## src/rtl/inst_mem_loader.sv

```systemverilog
// Serial program loader: receives a framed image over UART 8N1 and writes
// big-endian 32-bit words into instruction memory, holding the CPU while loading.
//
// RX FSM   state   | meaning
//          R_IDLE  | line idle, waiting for a falling edge
//          R_START | timing to mid start bit, reject glitches
//          R_DATA  | sampling 8 data bits LSB first
//          R_STOP  | sampling stop bit, emit byte or framing error
// Frame FSM state  | meaning
//          IDLE    | waiting for 0xA5 header (load_done may be high)
//          CNT_HI  | expecting word-count high byte
//          CNT_LO  | expecting word-count low byte
//          DATA    | assembling words and writing them
//          CKSUM   | expecting XOR checksum of data bytes
//          ERR     | load failed, waiting for a new header
module inst_mem_loader #(
    parameter int CLKS_PER_BIT = 434,
    parameter int ADDR_W       = 10,
    parameter int MAX_WORDS    = 1024
) (
    input  logic              CLOCK_50,
    input  logic              rst,
    input  logic              uart_rx,
    output logic              wr_en,
    output logic [ADDR_W-1:0] wr_addr,
    output logic [31:0]       wr_data,
    output logic              cpu_hold,
    output logic              load_done,
    output logic              load_err
);
    localparam int TW = $clog2(CLKS_PER_BIT);
    localparam logic [TW-1:0] T_HALF = TW'(CLKS_PER_BIT / 2 - 1);
    localparam logic [TW-1:0] T_FULL = TW'(CLKS_PER_BIT - 1);
    localparam logic [7:0]    HDR    = 8'hA5;

    typedef enum logic [1:0] {R_IDLE, R_START, R_DATA, R_STOP} rx_state_t;
    typedef enum logic [2:0] {IDLE, CNT_HI, CNT_LO, DATA, CKSUM, ERR} fr_state_t;

    logic            r_rx_meta, r_rx_sync;
    rx_state_t       r_rx_state, w_rx_next;
    logic [TW-1:0]   r_timer;
    logic [2:0]      r_bit_idx;
    logic [7:0]      r_rx_shift;
    logic            r_rx_valid, r_rx_ferr;
    logic [7:0]      r_rx_byte;
    logic            w_tc;

    fr_state_t       r_state, w_next;
    logic [7:0]      r_cnt_hi;
    logic [15:0]     r_n;
    logic [15:0]     r_word_idx;
    logic [1:0]      r_byte_idx;
    logic [23:0]     r_asm;
    logic [7:0]      r_cksum;
    logic            r_done;
    logic            r_wr_en;
    logic [ADDR_W-1:0] r_wr_addr;
    logic [31:0]     r_wr_data;
    logic [15:0]     w_n;
    logic            w_last_byte, w_last_word;

    always_ff @(posedge CLOCK_50) begin
        if (rst) begin
            r_rx_meta <= 1'b1;
            r_rx_sync <= 1'b1;
        end else begin
            r_rx_meta <= uart_rx;
            r_rx_sync <= r_rx_meta;
        end
    end

    assign w_tc = (r_timer == '0);

    always_ff @(posedge CLOCK_50) begin
        if (rst) r_rx_state <= R_IDLE;
        else     r_rx_state <= w_rx_next;
    end

    always_comb begin
        w_rx_next = r_rx_state;
        case (r_rx_state)
            R_IDLE:  if (!r_rx_sync) w_rx_next = R_START;
            R_START: if (w_tc) w_rx_next = r_rx_sync ? R_IDLE : R_DATA;
            R_DATA:  if (w_tc && r_bit_idx == 3'd7) w_rx_next = R_STOP;
            R_STOP:  if (w_tc) w_rx_next = R_IDLE;
            default: w_rx_next = R_IDLE;
        endcase
    end

    // Down-counter timer reloads on every sample point.
    always_ff @(posedge CLOCK_50) begin
        if (rst) begin
            r_timer    <= '0;
            r_bit_idx  <= '0;
            r_rx_shift <= '0;
            r_rx_valid <= 1'b0;
            r_rx_ferr  <= 1'b0;
            r_rx_byte  <= '0;
        end else begin
            r_rx_valid <= 1'b0;
            r_rx_ferr  <= 1'b0;
            case (r_rx_state)
                R_IDLE: r_timer <= T_HALF;
                R_START: begin
                    if (w_tc) begin
                        r_timer   <= T_FULL;
                        r_bit_idx <= '0;
                    end else begin
                        r_timer <= r_timer - 1'b1;
                    end
                end
                R_DATA: begin
                    if (w_tc) begin
                        r_rx_shift <= {r_rx_sync, r_rx_shift[7:1]};
                        r_bit_idx  <= r_bit_idx + 3'd1;
                        r_timer    <= T_FULL;
                    end else begin
                        r_timer <= r_timer - 1'b1;
                    end
                end
                R_STOP: begin
                    if (w_tc) begin
                        if (r_rx_sync) begin
                            r_rx_valid <= 1'b1;
                            r_rx_byte  <= r_rx_shift;
                        end else begin
                            r_rx_ferr <= 1'b1;
                        end
                    end else begin
                        r_timer <= r_timer - 1'b1;
                    end
                end
                default: r_timer <= T_HALF;
            endcase
        end
    end

    assign w_n         = {r_cnt_hi, r_rx_byte};
    assign w_last_byte = (r_byte_idx == 2'd3);
    assign w_last_word = (r_word_idx == r_n - 16'd1);

    always_ff @(posedge CLOCK_50) begin
        if (rst) r_state <= IDLE;
        else     r_state <= w_next;
    end

    always_comb begin
        w_next = r_state;
        case (r_state)
            IDLE, ERR: if (r_rx_valid && r_rx_byte == HDR) w_next = CNT_HI;
            CNT_HI: begin
                if (r_rx_ferr)       w_next = ERR;
                else if (r_rx_valid) w_next = CNT_LO;
            end
            CNT_LO: begin
                if (r_rx_ferr) w_next = ERR;
                else if (r_rx_valid) begin
                    if ({16'd0, w_n} > 32'(MAX_WORDS)) w_next = ERR;
                    else if (w_n == 16'd0)             w_next = CKSUM;
                    else                               w_next = DATA;
                end
            end
            DATA: begin
                if (r_rx_ferr) w_next = ERR;
                else if (r_rx_valid && w_last_byte && w_last_word) w_next = CKSUM;
            end
            CKSUM: begin
                if (r_rx_ferr) w_next = ERR;
                else if (r_rx_valid) w_next = (r_rx_byte == r_cksum) ? IDLE : ERR;
            end
            default: w_next = IDLE;
        endcase
    end

    always_ff @(posedge CLOCK_50) begin
        if (rst) begin
            r_cnt_hi   <= '0;
            r_n        <= '0;
            r_word_idx <= '0;
            r_byte_idx <= '0;
            r_asm      <= '0;
            r_cksum    <= '0;
            r_done     <= 1'b0;
            r_wr_en    <= 1'b0;
            r_wr_addr  <= '0;
            r_wr_data  <= '0;
        end else begin
            r_wr_en <= 1'b0;
            if (r_rx_valid) begin
                case (r_state)
                    IDLE, ERR: begin
                        if (r_rx_byte == HDR) begin
                            r_done     <= 1'b0;
                            r_cksum    <= '0;
                            r_word_idx <= '0;
                            r_byte_idx <= '0;
                        end
                    end
                    CNT_HI: r_cnt_hi <= r_rx_byte;
                    CNT_LO: begin
                        r_n        <= w_n;
                        r_cksum    <= '0;
                        r_word_idx <= '0;
                        r_byte_idx <= '0;
                    end
                    DATA: begin
                        r_asm      <= {r_asm[15:0], r_rx_byte};
                        r_cksum    <= r_cksum ^ r_rx_byte;
                        r_byte_idx <= r_byte_idx + 2'd1;
                        if (w_last_byte) begin
                            r_wr_en    <= 1'b1;
                            r_wr_addr  <= r_word_idx[ADDR_W-1:0];
                            r_wr_data  <= {r_asm, r_rx_byte};
                            r_word_idx <= r_word_idx + 16'd1;
                        end
                    end
                    CKSUM: if (r_rx_byte == r_cksum) r_done <= 1'b1;
                    default: ;
                endcase
            end
        end
    end

    always_comb begin
        cpu_hold  = 1'b0;
        load_err  = 1'b0;
        load_done = r_done;
        case (r_state)
            CNT_HI, CNT_LO, DATA, CKSUM: cpu_hold = 1'b1;
            ERR:                         load_err = 1'b1;
            default: ;
        endcase
    end

    assign wr_en   = r_wr_en;
    assign wr_addr = r_wr_addr;
    assign wr_data = r_wr_data;

endmodule
```

## config.mk

```make
export PLATFORM = sky130hd
export DESIGN_NAME = inst_mem_loader
export DESIGN_NICKNAME = d
export VERILOG_FILES = /design/src/rtl/inst_mem_loader.sv
export SDC_FILE = /design/constraint.sdc
export NUM_CORES = 1
export LEC_CHECK = 0
export ABC_AREA = 1
export BUFFER_PORTS_ARGS = -buffer_cell sky130_fd_sc_hd__buf_2
export CAP_MARGIN = 0
export CORE_AREA = 2 2 115 117
export DETAILED_ROUTE_END_ITERATION = 8
export DIE_AREA = 0 0 117 119
export GPL_TIMING_DRIVEN = 0
export PLACE_DENSITY_LB_ADDON = 0.08
export SETUP_SLACK_MARGIN = 0.3
export SLEW_MARGIN = 30
export SYNTH_ARGS = -nofsm -noshare
export SYNTH_HDL_FRONTEND = slang
export SYNTH_SLANG_ARGS = --single-unit
```

## constraint.sdc

```tcl
create_clock -name CLOCK_50 -period 2.4 [get_ports CLOCK_50]
set_clock_uncertainty 0.15 [all_clocks]
set_input_delay 0.12 -clock CLOCK_50 [delete_from_list [all_inputs] [get_ports CLOCK_50]]
set_output_delay 0.12 -clock CLOCK_50 [all_outputs]
set_load 0.1 [all_outputs]
```

==> reports/results.tsv, run 1 <==
metric	value	unit
min-delay src	rst	
crit share post-route	84.7	%
clock sinks	155	
Synth Instances	935	
DRC Markers	0	
initial antenna violation count	0	
root buf cell	clkbuf_16	
Final Slew Violations	0	
HP Class	in2reg	
Routed WL per cell	14.3	um
reg2reg end	r_word_idx[0]	
final setup fails	0	
fin crit period	2.03	ns
Syn Area/Cell	7.32	sq um
Worst-Margin Slew	0.768	ns
vias in the first global route	5616	
post-route cell area	8430	sq um
most frequent cells in the layout	148 x dfxtp_1, 132 x nand2_1, 122 x nor2_1	
Routed Antenna Nets	0	
Die Y	119	um
WS Path Type	reg2reg	
CTS buffer count	17	
share of post-route cells with drive strength above 1	19.3	%
P_leak	3.66	nW
Final #Nets	1041	
I/O pin cnt	49	
RSZ-0062 raised after global routing	yes	
WL final	17400	um
required time worst endpoint	2.53	ns
Peak Freq	0.492	GHz
clock latency on the worst-skew pair	0.43	ns
CP Capture Type	flop	
largest net degree at the start of global routing	17	
Die Area	13900	sq um
first-pass GRT wire length	27500	um
cell row count	42	
Post-synth ARST share	0	%
Cell variety after synth	39	
Post-synth top flop	dfxtp_1	
maximum root-to-sink buffer count	2	
Worst R2R Setup Slack	0.37	ns
Syn Nets	949	
n_diodes	0	
TritonCTS clock tree	built	
worst r2r src	r_rx_byte[5]	
Hold Violations, Final	0	
crit path DAT	2.17	ns
commonest non-fill, non-tap cell in the layout	dfxtp_1	
Worst Hold Path EP	r_rx_sync	
Area after DPL	7300	sq um
Initial DRT Pass Iterations	5	
GP Congestion	0.912	
Filler Cell Count	1150	
Seq/Total Area, Yosys	45.4	%
via/cell ratio	5.20	
yosys warns	0	
Post-DP HPWL	12200	um
CTS clk-pin slew, worst paths	0.06	ns
core box area	12900	sq um
via count	6321	
CP Max Fanout	5	
Synth Register Bits	155	
EDFF count, synth	0	
number of port buffers	47	
Worst IR Drop VDD	0.490	mV
slew margin rel.	48.8	%
pwr/cell area	783	nW/um^2
total gr overflow	0	
DR iter-0 viols	537	
hold path cells	2	
Max Cap Viol	0	
placed cells	1158	
status	finished, final reports clean	
Hold WS	0.0320	ns
Total GRT Usage	25.3	%
Worst setup SP type	flop	
fin cells	1216	
area grow syn2layout	23.2	%
Synth Cell Area	6840	sq um
Power, Total	6.60	mW
Finished Core Util	65.5	%
Die Width	117	um
htree depth	4	
depth of the most critical reg-to-reg path	11	
Initial Utilization	53.1	%
-- synth_stat cells (4+ instances only) --
master | n | area share [%]
dfxtp_1 | 155 | 45
nand2_1 | 147 | 8.1
nor2_1 | 141 | 7.7
o21ai_0 | 100 | 7.3
inv_1 | 84 | 4.6
a21oi_1 | 80 | 5.9
nand3_1 | 62 | 4.5
clkbuf_1 | 32 | 1.8
xor2_1 | 27 | 3.5
nor3_1 | 20 | 1.5
ha_1 | 11 | 2.0
xnor2_1 | 11 | 1.4
nand4_1 | 9 | 0.82
o21ai_1 | 7 | 0.51
nor4_1 | 5 | 0.46
inv_2 | 4 | 0.22
or2_2 | 4 | 0.37
-- metal layers --
layer	vias up	wire, um	GRT usage [%]
met5	-	0	0
met4	0	348	8.90
met3	32	573	4.48
met2	138	8240	39.8
met1	2899	8200	34.7
li1	3252	-	-
-- what timing repair did --
item / 4_1_cts / 5_1_grt
pin swaps: 5 / 19
hold endpoints to repair: 2 / 0
hold buffers: 2 / 0
setup endpoints to repair: 126 / 100
cloned: 0 / 2
gates resized for setup: 31 / 97
setup buffers: 9 / 13
-- registers in the layout, indices dropped and copies added (netlist names), 2 cells and up, named ones only --
signal,count
r_state,3
r_asm,24
r_n,16
r_bit_idx,3
r_byte_idx,2
wr_data,32
r_cnt_hi,8
wr_addr,10
r_rx_byte,8
r_timer,9
r_word_idx,16
r_cksum,8
r_rx_shift,8
-- where the power goes --
group          internal, mW  switching (mW)  total (mW)  leakage (nW)
logic                 0.374           0.764        1.14          2.11
clock network          1.66            1.09        2.75         0.294
registers              2.64          0.0706        2.71          1.26
total                  4.67            1.93        6.60          3.66
-- worst max-delay path, cell delays in order (launching register included) --
cell and delay (ns):
dfxtp_4 0.37, inv_6 0.04, nor3_4 0.16, nand3_1 0.07, or2_1 0.26, o21ai_2 0.09
o21ai_2 0.10, a21oi_4 0.24, inv_2 0.11, buf_6 0.15, a21oi_2 0.10, nor2_1 0.05
-- worst max path at each step --
stage | start | end | slack, ns | cells past startpoint
after floorplan | r_timer[0] | r_rx_byte[6] | 0.32 | 11
after global placement | r_timer[0] | r_rx_byte[6] | -0.17 | 11
after detailed placement | r_state[1] | r_asm[10] | -0.18 | 10
after CTS | r_rx_byte[7] | r_word_idx[14] | 0.30 | 11
after global routing | r_n[2] | r_state[2] | 0.23 | 15
final | r_rx_byte[5] | r_word_idx[0] | 0.37 | 11
-- final cells by class --
class	count	area, sq um	share of cell area, %
Timing Repair Buffer	73	475	5.64
Sequential cell	155	3120	37.0
Clock inverter	10	128	1.51
Clock buffer	22	484	5.74
Multi-Input combinational cell	651	3460	41.0
Inverter	89	349	4.14
Buffer	40	193	2.29
Tap cell	176	220	2.61
-- cell families (layout without fill, tap and decap cells) --
| family | Yosys count | count (layout) | share of synthesized area (%) |
|---|---|---|---|
| and+or+nand+nor | 399 | 399 | 24.8 |
| xor gates and xnor gates | 38 | 38 | 4.87 |
| DFF | 155 | 155 | 45.4 |
| AOI/OAI and AO/OA | 203 | 203 | 15.6 |
| adders and majority gates | 11 | 11 | 2.01 |
| buffers and inverters | 129 | 234 | 7.35 |
-- stage by stage --
| step | setup WS (ns) | setup TNS, ns |
|---|---|---|
| 3_5_place_dp | -0.177 | -3.55 |
| 2_1_floorplan | 0.324 | 0 |
| 3_3_place_gp | -0.172 | -3.07 |
| 6_report | 0.367 | 0 |
| 5_1_grt | 0.234 | 0 |
| 4_1_cts | 0.300 | 0 |
Power figures use the tool's default switching activity.
==> inputs of run 2 (changes only) <==
--- a/config.mk
+++ b/config.mk
@@ -8,9 +8,9 @@
 export ABC_AREA = 1
 export BUFFER_PORTS_ARGS = -buffer_cell sky130_fd_sc_hd__buf_2
 export CAP_MARGIN = 0
-export CORE_AREA = 2 2 115 117
+export CORE_AREA = 2 2 116 118
 export DETAILED_ROUTE_END_ITERATION = 8
-export DIE_AREA = 0 0 117 119
+export DIE_AREA = 0 0 118 120
 export GPL_TIMING_DRIVEN = 0
 export PLACE_DENSITY_LB_ADDON = 0.08
 export SETUP_SLACK_MARGIN = 0.3
==> constraint.sdc (replaced) <==
create_clock -name CLOCK_50 -period 1.8 [get_ports CLOCK_50]
set_clock_uncertainty 0.15 [all_clocks]
set_input_delay 0.09 -clock CLOCK_50 [delete_from_list [all_inputs] [get_ports CLOCK_50]]
set_output_delay 0.09 -clock CLOCK_50 [all_outputs]
set_load 0.1 [all_outputs]
==> run 2 against run 1 <==
Net effect:
- the flow now finishes with violations (negative hold slack, negative setup slack)
- non-clock buffer count grew 62
- sequential share of layout area decreased by 6.1 points
- power is 48% higher
- first-iteration DRC count up 0.74%
- sequential power grew 35%
- largest power group is now sequential cells
- combinational power is 110% higher
- clock power is 33% higher
==> reports/results.tsv, run 2 (synthesis results as in run 1) <==
metric	value	unit
slew margin rel.	34.3	%
GP Congestion	0.862	
CTS clk-pin slew, worst paths	0.07	ns
Worst setup SP type	flop	
Hold Violations, Final	1	
Post-DP HPWL	12800	um
via count	6999	
via/cell ratio	5.48	
clock latency on the worst-skew pair	0.43	ns
share of post-route cells with drive strength above 1	42.5	%
pwr/cell area	957	nW/um^2
Hold WS	-0.0317	ns
DR iter-0 viols	541	
htree depth	4	
HP Class	in2reg	
initial antenna violation count	0	
CP Capture Type	flop	
met1 Track Usage GR	36.8	%
Max Cap Viol	0	
CP top delay family	compound AO/OA/AOI/OAI gates	
DRC Markers	0	
status	finished with violations	
Peak Freq	0.477	GHz
vias in the first global route	6746	
Worst-Margin Slew	0.986	ns
Total GRT Usage	29.5	%
Routed Antenna Nets	0	
setup ws final	-0.295	ns
met3 Use GR	5.89	%
cell row count	42	
WL final	21800	um
most frequent cells in the layout	134 x dfxtp_1, 110 x nor2_1, 105 x nand2_1	
P_int	6.63	mW
CP max stage delay	0.37	ns
Fin Setup TNS	-9.45	ns
Initial Utilization	52.7	%
maximum root-to-sink buffer count	2	
Power, Total	9.74	mW
I/O pin cnt	49	
crit path DAT	2.22	ns
number of port buffers	47	
CP Buf/Inv Count	3	
WS Path Type	reg2reg	
max FFs per register	32	
root buf cell	clkbuf_16	
clock sinks	155	
area grow syn2layout	48.8	%
required time worst endpoint	1.93	ns
first-pass GRT wire length	33600	um
Worst IR Drop VDD	0.801	mV
Final #Nets	1103	
Top cell by count, worst path	inv_2	
Clock power frac	37.5	%
Initial DRT Pass Iterations	6	
share of power burned in combinational logic	24.8	%
TritonCTS clock tree	built	
Filler Cell Count	886	
Final Slew Violations	0	
busiest grt layer	met2	
Sw Pwr	3.12	mW
met2 Track Usage GR	49.9	%
total gr overflow	0	
CP Max Fanout	5	
RSZ-0062 raised after global routing	yes	
Sw Ratio	32.0	%
Die Y	120	um
largest net degree at the start of global routing	17	
Finished Core Util	78.4	%
Die Width	118	um
failing checks	negative hold slack, negative setup slack	
Routed WL per cell	17.1	um
CTS buffer count	17	
area occupied by multi-input gates	4300	sq um
n_diodes	0	
fin crit period	2.10	ns
core box area	13000	sq um
P_leak	4.30	nW
share of power burned in registers	37.7	%
Storage cell area	3150	sq um
commonest non-fill, non-tap cell in the layout	dfxtp_1	
Setup Slack @ Placement	-0.518	ns
Die Area	14200	sq um
crit share post-route	116	%
critical path's slowest cell	dfxtp_2	
crit-path cells	inv_2 > nand4_1 > or2_1 > o21ai_2 > o21ai_4 > a21oi_4 > inv_2 > buf_6 > a21oi_2 > nor2_1	
final setup fails	61	
[run 2: path summary, 6_finish.rpt]
check / startpoint / end / slack (ns) / cells past startpoint
worst min-delay path: rst / wr_en / -0.03 / 2
worst min register to register: r_rx_meta / r_rx_sync / 0.28 / 1
worst max-delay path: r_rx_byte[6] / r_word_idx[0] / -0.30 / 10
worst max register to register: r_rx_byte[6] / r_word_idx[0] / -0.30 / 10
[run 2: per-layer routing]
| layer | routed length [um] | up-vias |
|---|---|---|
| met3 | 1130 | 53 |
| met1 | 9270 | 3349 |
| li1 | - | 3381 |
| met4 | 637 | 0 |
| met5 | 0 | - |
| met2 | 10800 | 216 |
[run 2: area by class of cell]
cell class	instances	share of cell area, %
multi-input combinational	651	42.2
sequential	155	30.9
timing repair buffer	135	11.0
clock buffer	20	4.39
buffer	40	3.96
inverter	89	3.81
tap	176	2.16
clock inverter	12	1.51
[run 2: power by group through the flow]
stage          clock [mW]  combinational (mW)  sequential (mW)
2_1_floorplan           0                1.17             3.69
3_3_place_gp            0                1.41             3.71
3_5_place_dp            0                1.42             3.71
4_1_cts              3.66                2.04             3.65
5_1_grt              3.81                2.57             3.68
6_report             3.66                2.42             3.67
[run 2: timing repair]
action / 4_1_cts / 5_1_grt
cloned: 11 / 2
hold buffers: 1 / 0
buffers inserted: 51 / 23
setup endpoints to repair: 155 / 153
gates resized for setup: 244 / 165
endpoints found under the hold margin: 2 / 0
pin swaps: 60 / 44
[run 2: per-stage QoR]
step,hold slack (ns),instances,cell area (sq um)
floorplan,0.0438,935,7130
global placement,0.122,1158,7580
detailed placement,0.130,1158,7580
CTS,-0.0724,1253,9430
global route,0.00242,1278,10200
finish,-0.0317,1278,10200
[run 2: worst reg2reg max path: stages (launching register included)]
cell	delay [ns]
dfxtp_2	0.37
inv_2	0.12
nand4_1	0.14
or2_1	0.28
o21ai_2	0.10
o21ai_4	0.12
a21oi_4	0.23
inv_2	0.11
buf_6	0.16
a21oi_2	0.11
nor2_1	0.05
==> inputs of run 3 (changes only) <==
--- a/config.mk
+++ b/config.mk
@@ -12,7 +12,9 @@
 export DETAILED_ROUTE_END_ITERATION = 8
 export DIE_AREA = 0 0 118 120
 export GPL_TIMING_DRIVEN = 0
+export MAX_ROUTING_LAYER = met4
 export PLACE_DENSITY_LB_ADDON = 0.08
+export REMOVE_ABC_BUFFERS = 1
 export SETUP_SLACK_MARGIN = 0.3
 export SLEW_MARGIN = 30
 export SYNTH_ARGS = -nofsm -noshare
==> run 3 against run 2 <==
Net effect:
- the run ends with negative setup slack left
- core utilization shrank 2.2 points
- clock power increased by 8.7%
- maximum frequency decreased by 4.5%
- final area decreased by 2.9%
- worst hold slack better by 0.14 ns
- critical path depth grew 1
- first-iteration DRC count increased by 33%
- largest power group is now the clock network
==> reports/results.tsv, run 3 (synthesis results as in run 1) <==
metric	value	unit
RSZ-0062 raised after global routing	yes	
CTS clk-pin slew, worst paths	0.06	ns
Total GRT Usage	27.8	%
fin crit period	2.19	ns
I/O pin cnt	49	
slew margin rel.	45.5	%
CTS buffer count	17	
P_int	6.94	mW
required time worst endpoint	1.95	ns
crit path DAT	2.34	ns
maximum root-to-sink buffer count	2	
met2 Track Usage GR	44.9	%
Final Slew Violations	0	
met1 Track Usage GR	34.3	%
max FFs per register	32	
core box area	13000	sq um
Clock power frac	39.4	%
area grow syn2layout	44.5	%
share of post-route cells with drive strength above 1	38.4	%
root buf cell	clkbuf_16	
crit share post-route	122	%
Routed WL per cell	17.6	um
Final #Nets	1072	
TritonCTS clock tree	built	
pwr/cell area	1020	nW/um^2
share of power burned in combinational logic	24.2	%
DR iter-0 viols	717	
largest net degree at the start of global routing	83	
Max Cap Viol	0	
WS Path Type	reg2reg	
GP Congestion	0.888	
Fin Setup TNS	-15.71	ns
Sw Ratio	31.3	%
n_diodes	0	
initial antenna violation count	0	
Worst IR Drop VDD	0.882	mV
Die Y	120	um
Routed Antenna Nets	0	
Die Width	118	um
share of power burned in registers	36.4	%
Initial Utilization	52.7	%
commonest non-fill, non-tap cell in the layout	dfxtp_1	
via count	6936	
final setup fails	114	
fin cells	1247	
Worst setup SP type	flop	
clock latency on the worst-skew pair	0.44	ns
htree depth	4	
Filler Cell Count	881	
via/cell ratio	5.56	
cell row count	42	
setup ws final	-0.394	ns
Finished Core Util	76.2	%
Power, Total	10.1	mW
HP Class	in2reg	
CP Max Fanout	7	
P_leak	4.14	nW
DRC Markers	0	
busiest grt layer	met2	
Area after DPL	7160	sq um
first-pass GRT wire length	30200	um
number of port buffers	48	
most frequent cells in the layout	137 x dfxtp_1, 114 x nand2_1, 101 x nor2_1	
Setup Slack @ Placement	-1.40	ns
Hold WS	0.106	ns
clock sinks	155	
CP Capture Type	flop	
Die Area	14200	sq um
failing checks	negative setup slack	
placed cells	1120	
Worst-Margin Slew	0.816	ns
status	finished with violations	
Initial DRT Pass Iterations	5	
WL final	21900	um
post-route cell area	9890	sq um
Sw Pwr	3.16	mW
vias in the first global route	6059	
Post-DP HPWL	10500	um
Peak Freq	0.456	GHz
Hold Violations, Final	0	
met3 Use GR	6.42	%
total gr overflow	0	
## run 3: cell count changes in the layout (fill, tap and decap cells not counted), moves of 8 or more
cell / previous run / this run
clkinvlp_4: 2 / 12
nor3_1: 14 / 6
a21oi_1: 43 / 54
o21ai_2: 64 / 37
nand2_2: 27 / 19
buf_4: 48 / 39
nor2_1: 110 / 101
a21oi_2: 37 / 27
clkbuf_1: 11 / 1
nand2_1: 105 / 114
o21ai_0: 14 / 52
## run 3: what timing repair did
item / in CTS / in global routing
pin swaps: 46 / 59
resized for setup: 241 / 179
hold buffers: 1 / 0
hold endpoints to repair: 1 / 0
endpoints found under the setup margin: 155 / 157
buffers inserted: 45 / 31
gates cloned: 14 / 4
## run 3: area by class of cell
class	count	area, sq um	share of cell area [%]
Clock buffer	21	470	4.76
Timing Repair inverter	11	88.8	0.899
Timing Repair Buffer	130	1200	12.1
Sequential cell	155	3140	31.7
Clock inverter	11	179	1.81
Tap cell	176	220	2.23
Inverter	89	417	4.21
Multi-Input combinational cell	654	4170	42.2
## run 3: routing by layer
| metal | vias up | routed length, um |
|---|---|---|
| met5 | - | 0 |
| met4 | 0 | 771 |
| li1 | 3317 | - |
| met2 | 243 | 10800 |
| met1 | 3316 | 9330 |
| met3 | 60 | 1030 |
## run 3: worst max-delay path, stage by stage (launching register included)
cell	delay, ns
dfxtp_2	0.37
inv_2	0.10
nand4_1	0.17
or2_1	0.31
o21ai_2	0.14
o21ai_4	0.16
a21oi_4	0.16
buf_12	0.14
buf_12	0.14
inv_16	0.06
a21oi_2	0.10
nor2_1	0.04
## run 3: final timing paths
path	from	end	cells after the start	slack (ns)
setup / recovery	r_rx_byte[4]	r_word_idx[0]	11	-0.39
hold / removal	rst	r_rx_valid	2	0.11
setup reg to reg	r_rx_byte[4]	r_word_idx[0]	11	-0.39
hold reg to reg	r_rx_meta	r_rx_sync	1	0.28
## run 3: power by group through the flow
stage                     Sequential, mW  Clock [mW]  Combinational [mW]
final                               3.68        3.98                2.45
after global routing                3.69        4.16                2.58
after CTS                           3.64        3.98                1.68
after detailed placement            3.69           0                1.29
after global placement              3.69           0                1.28
after floorplan                     3.67           0                1.04
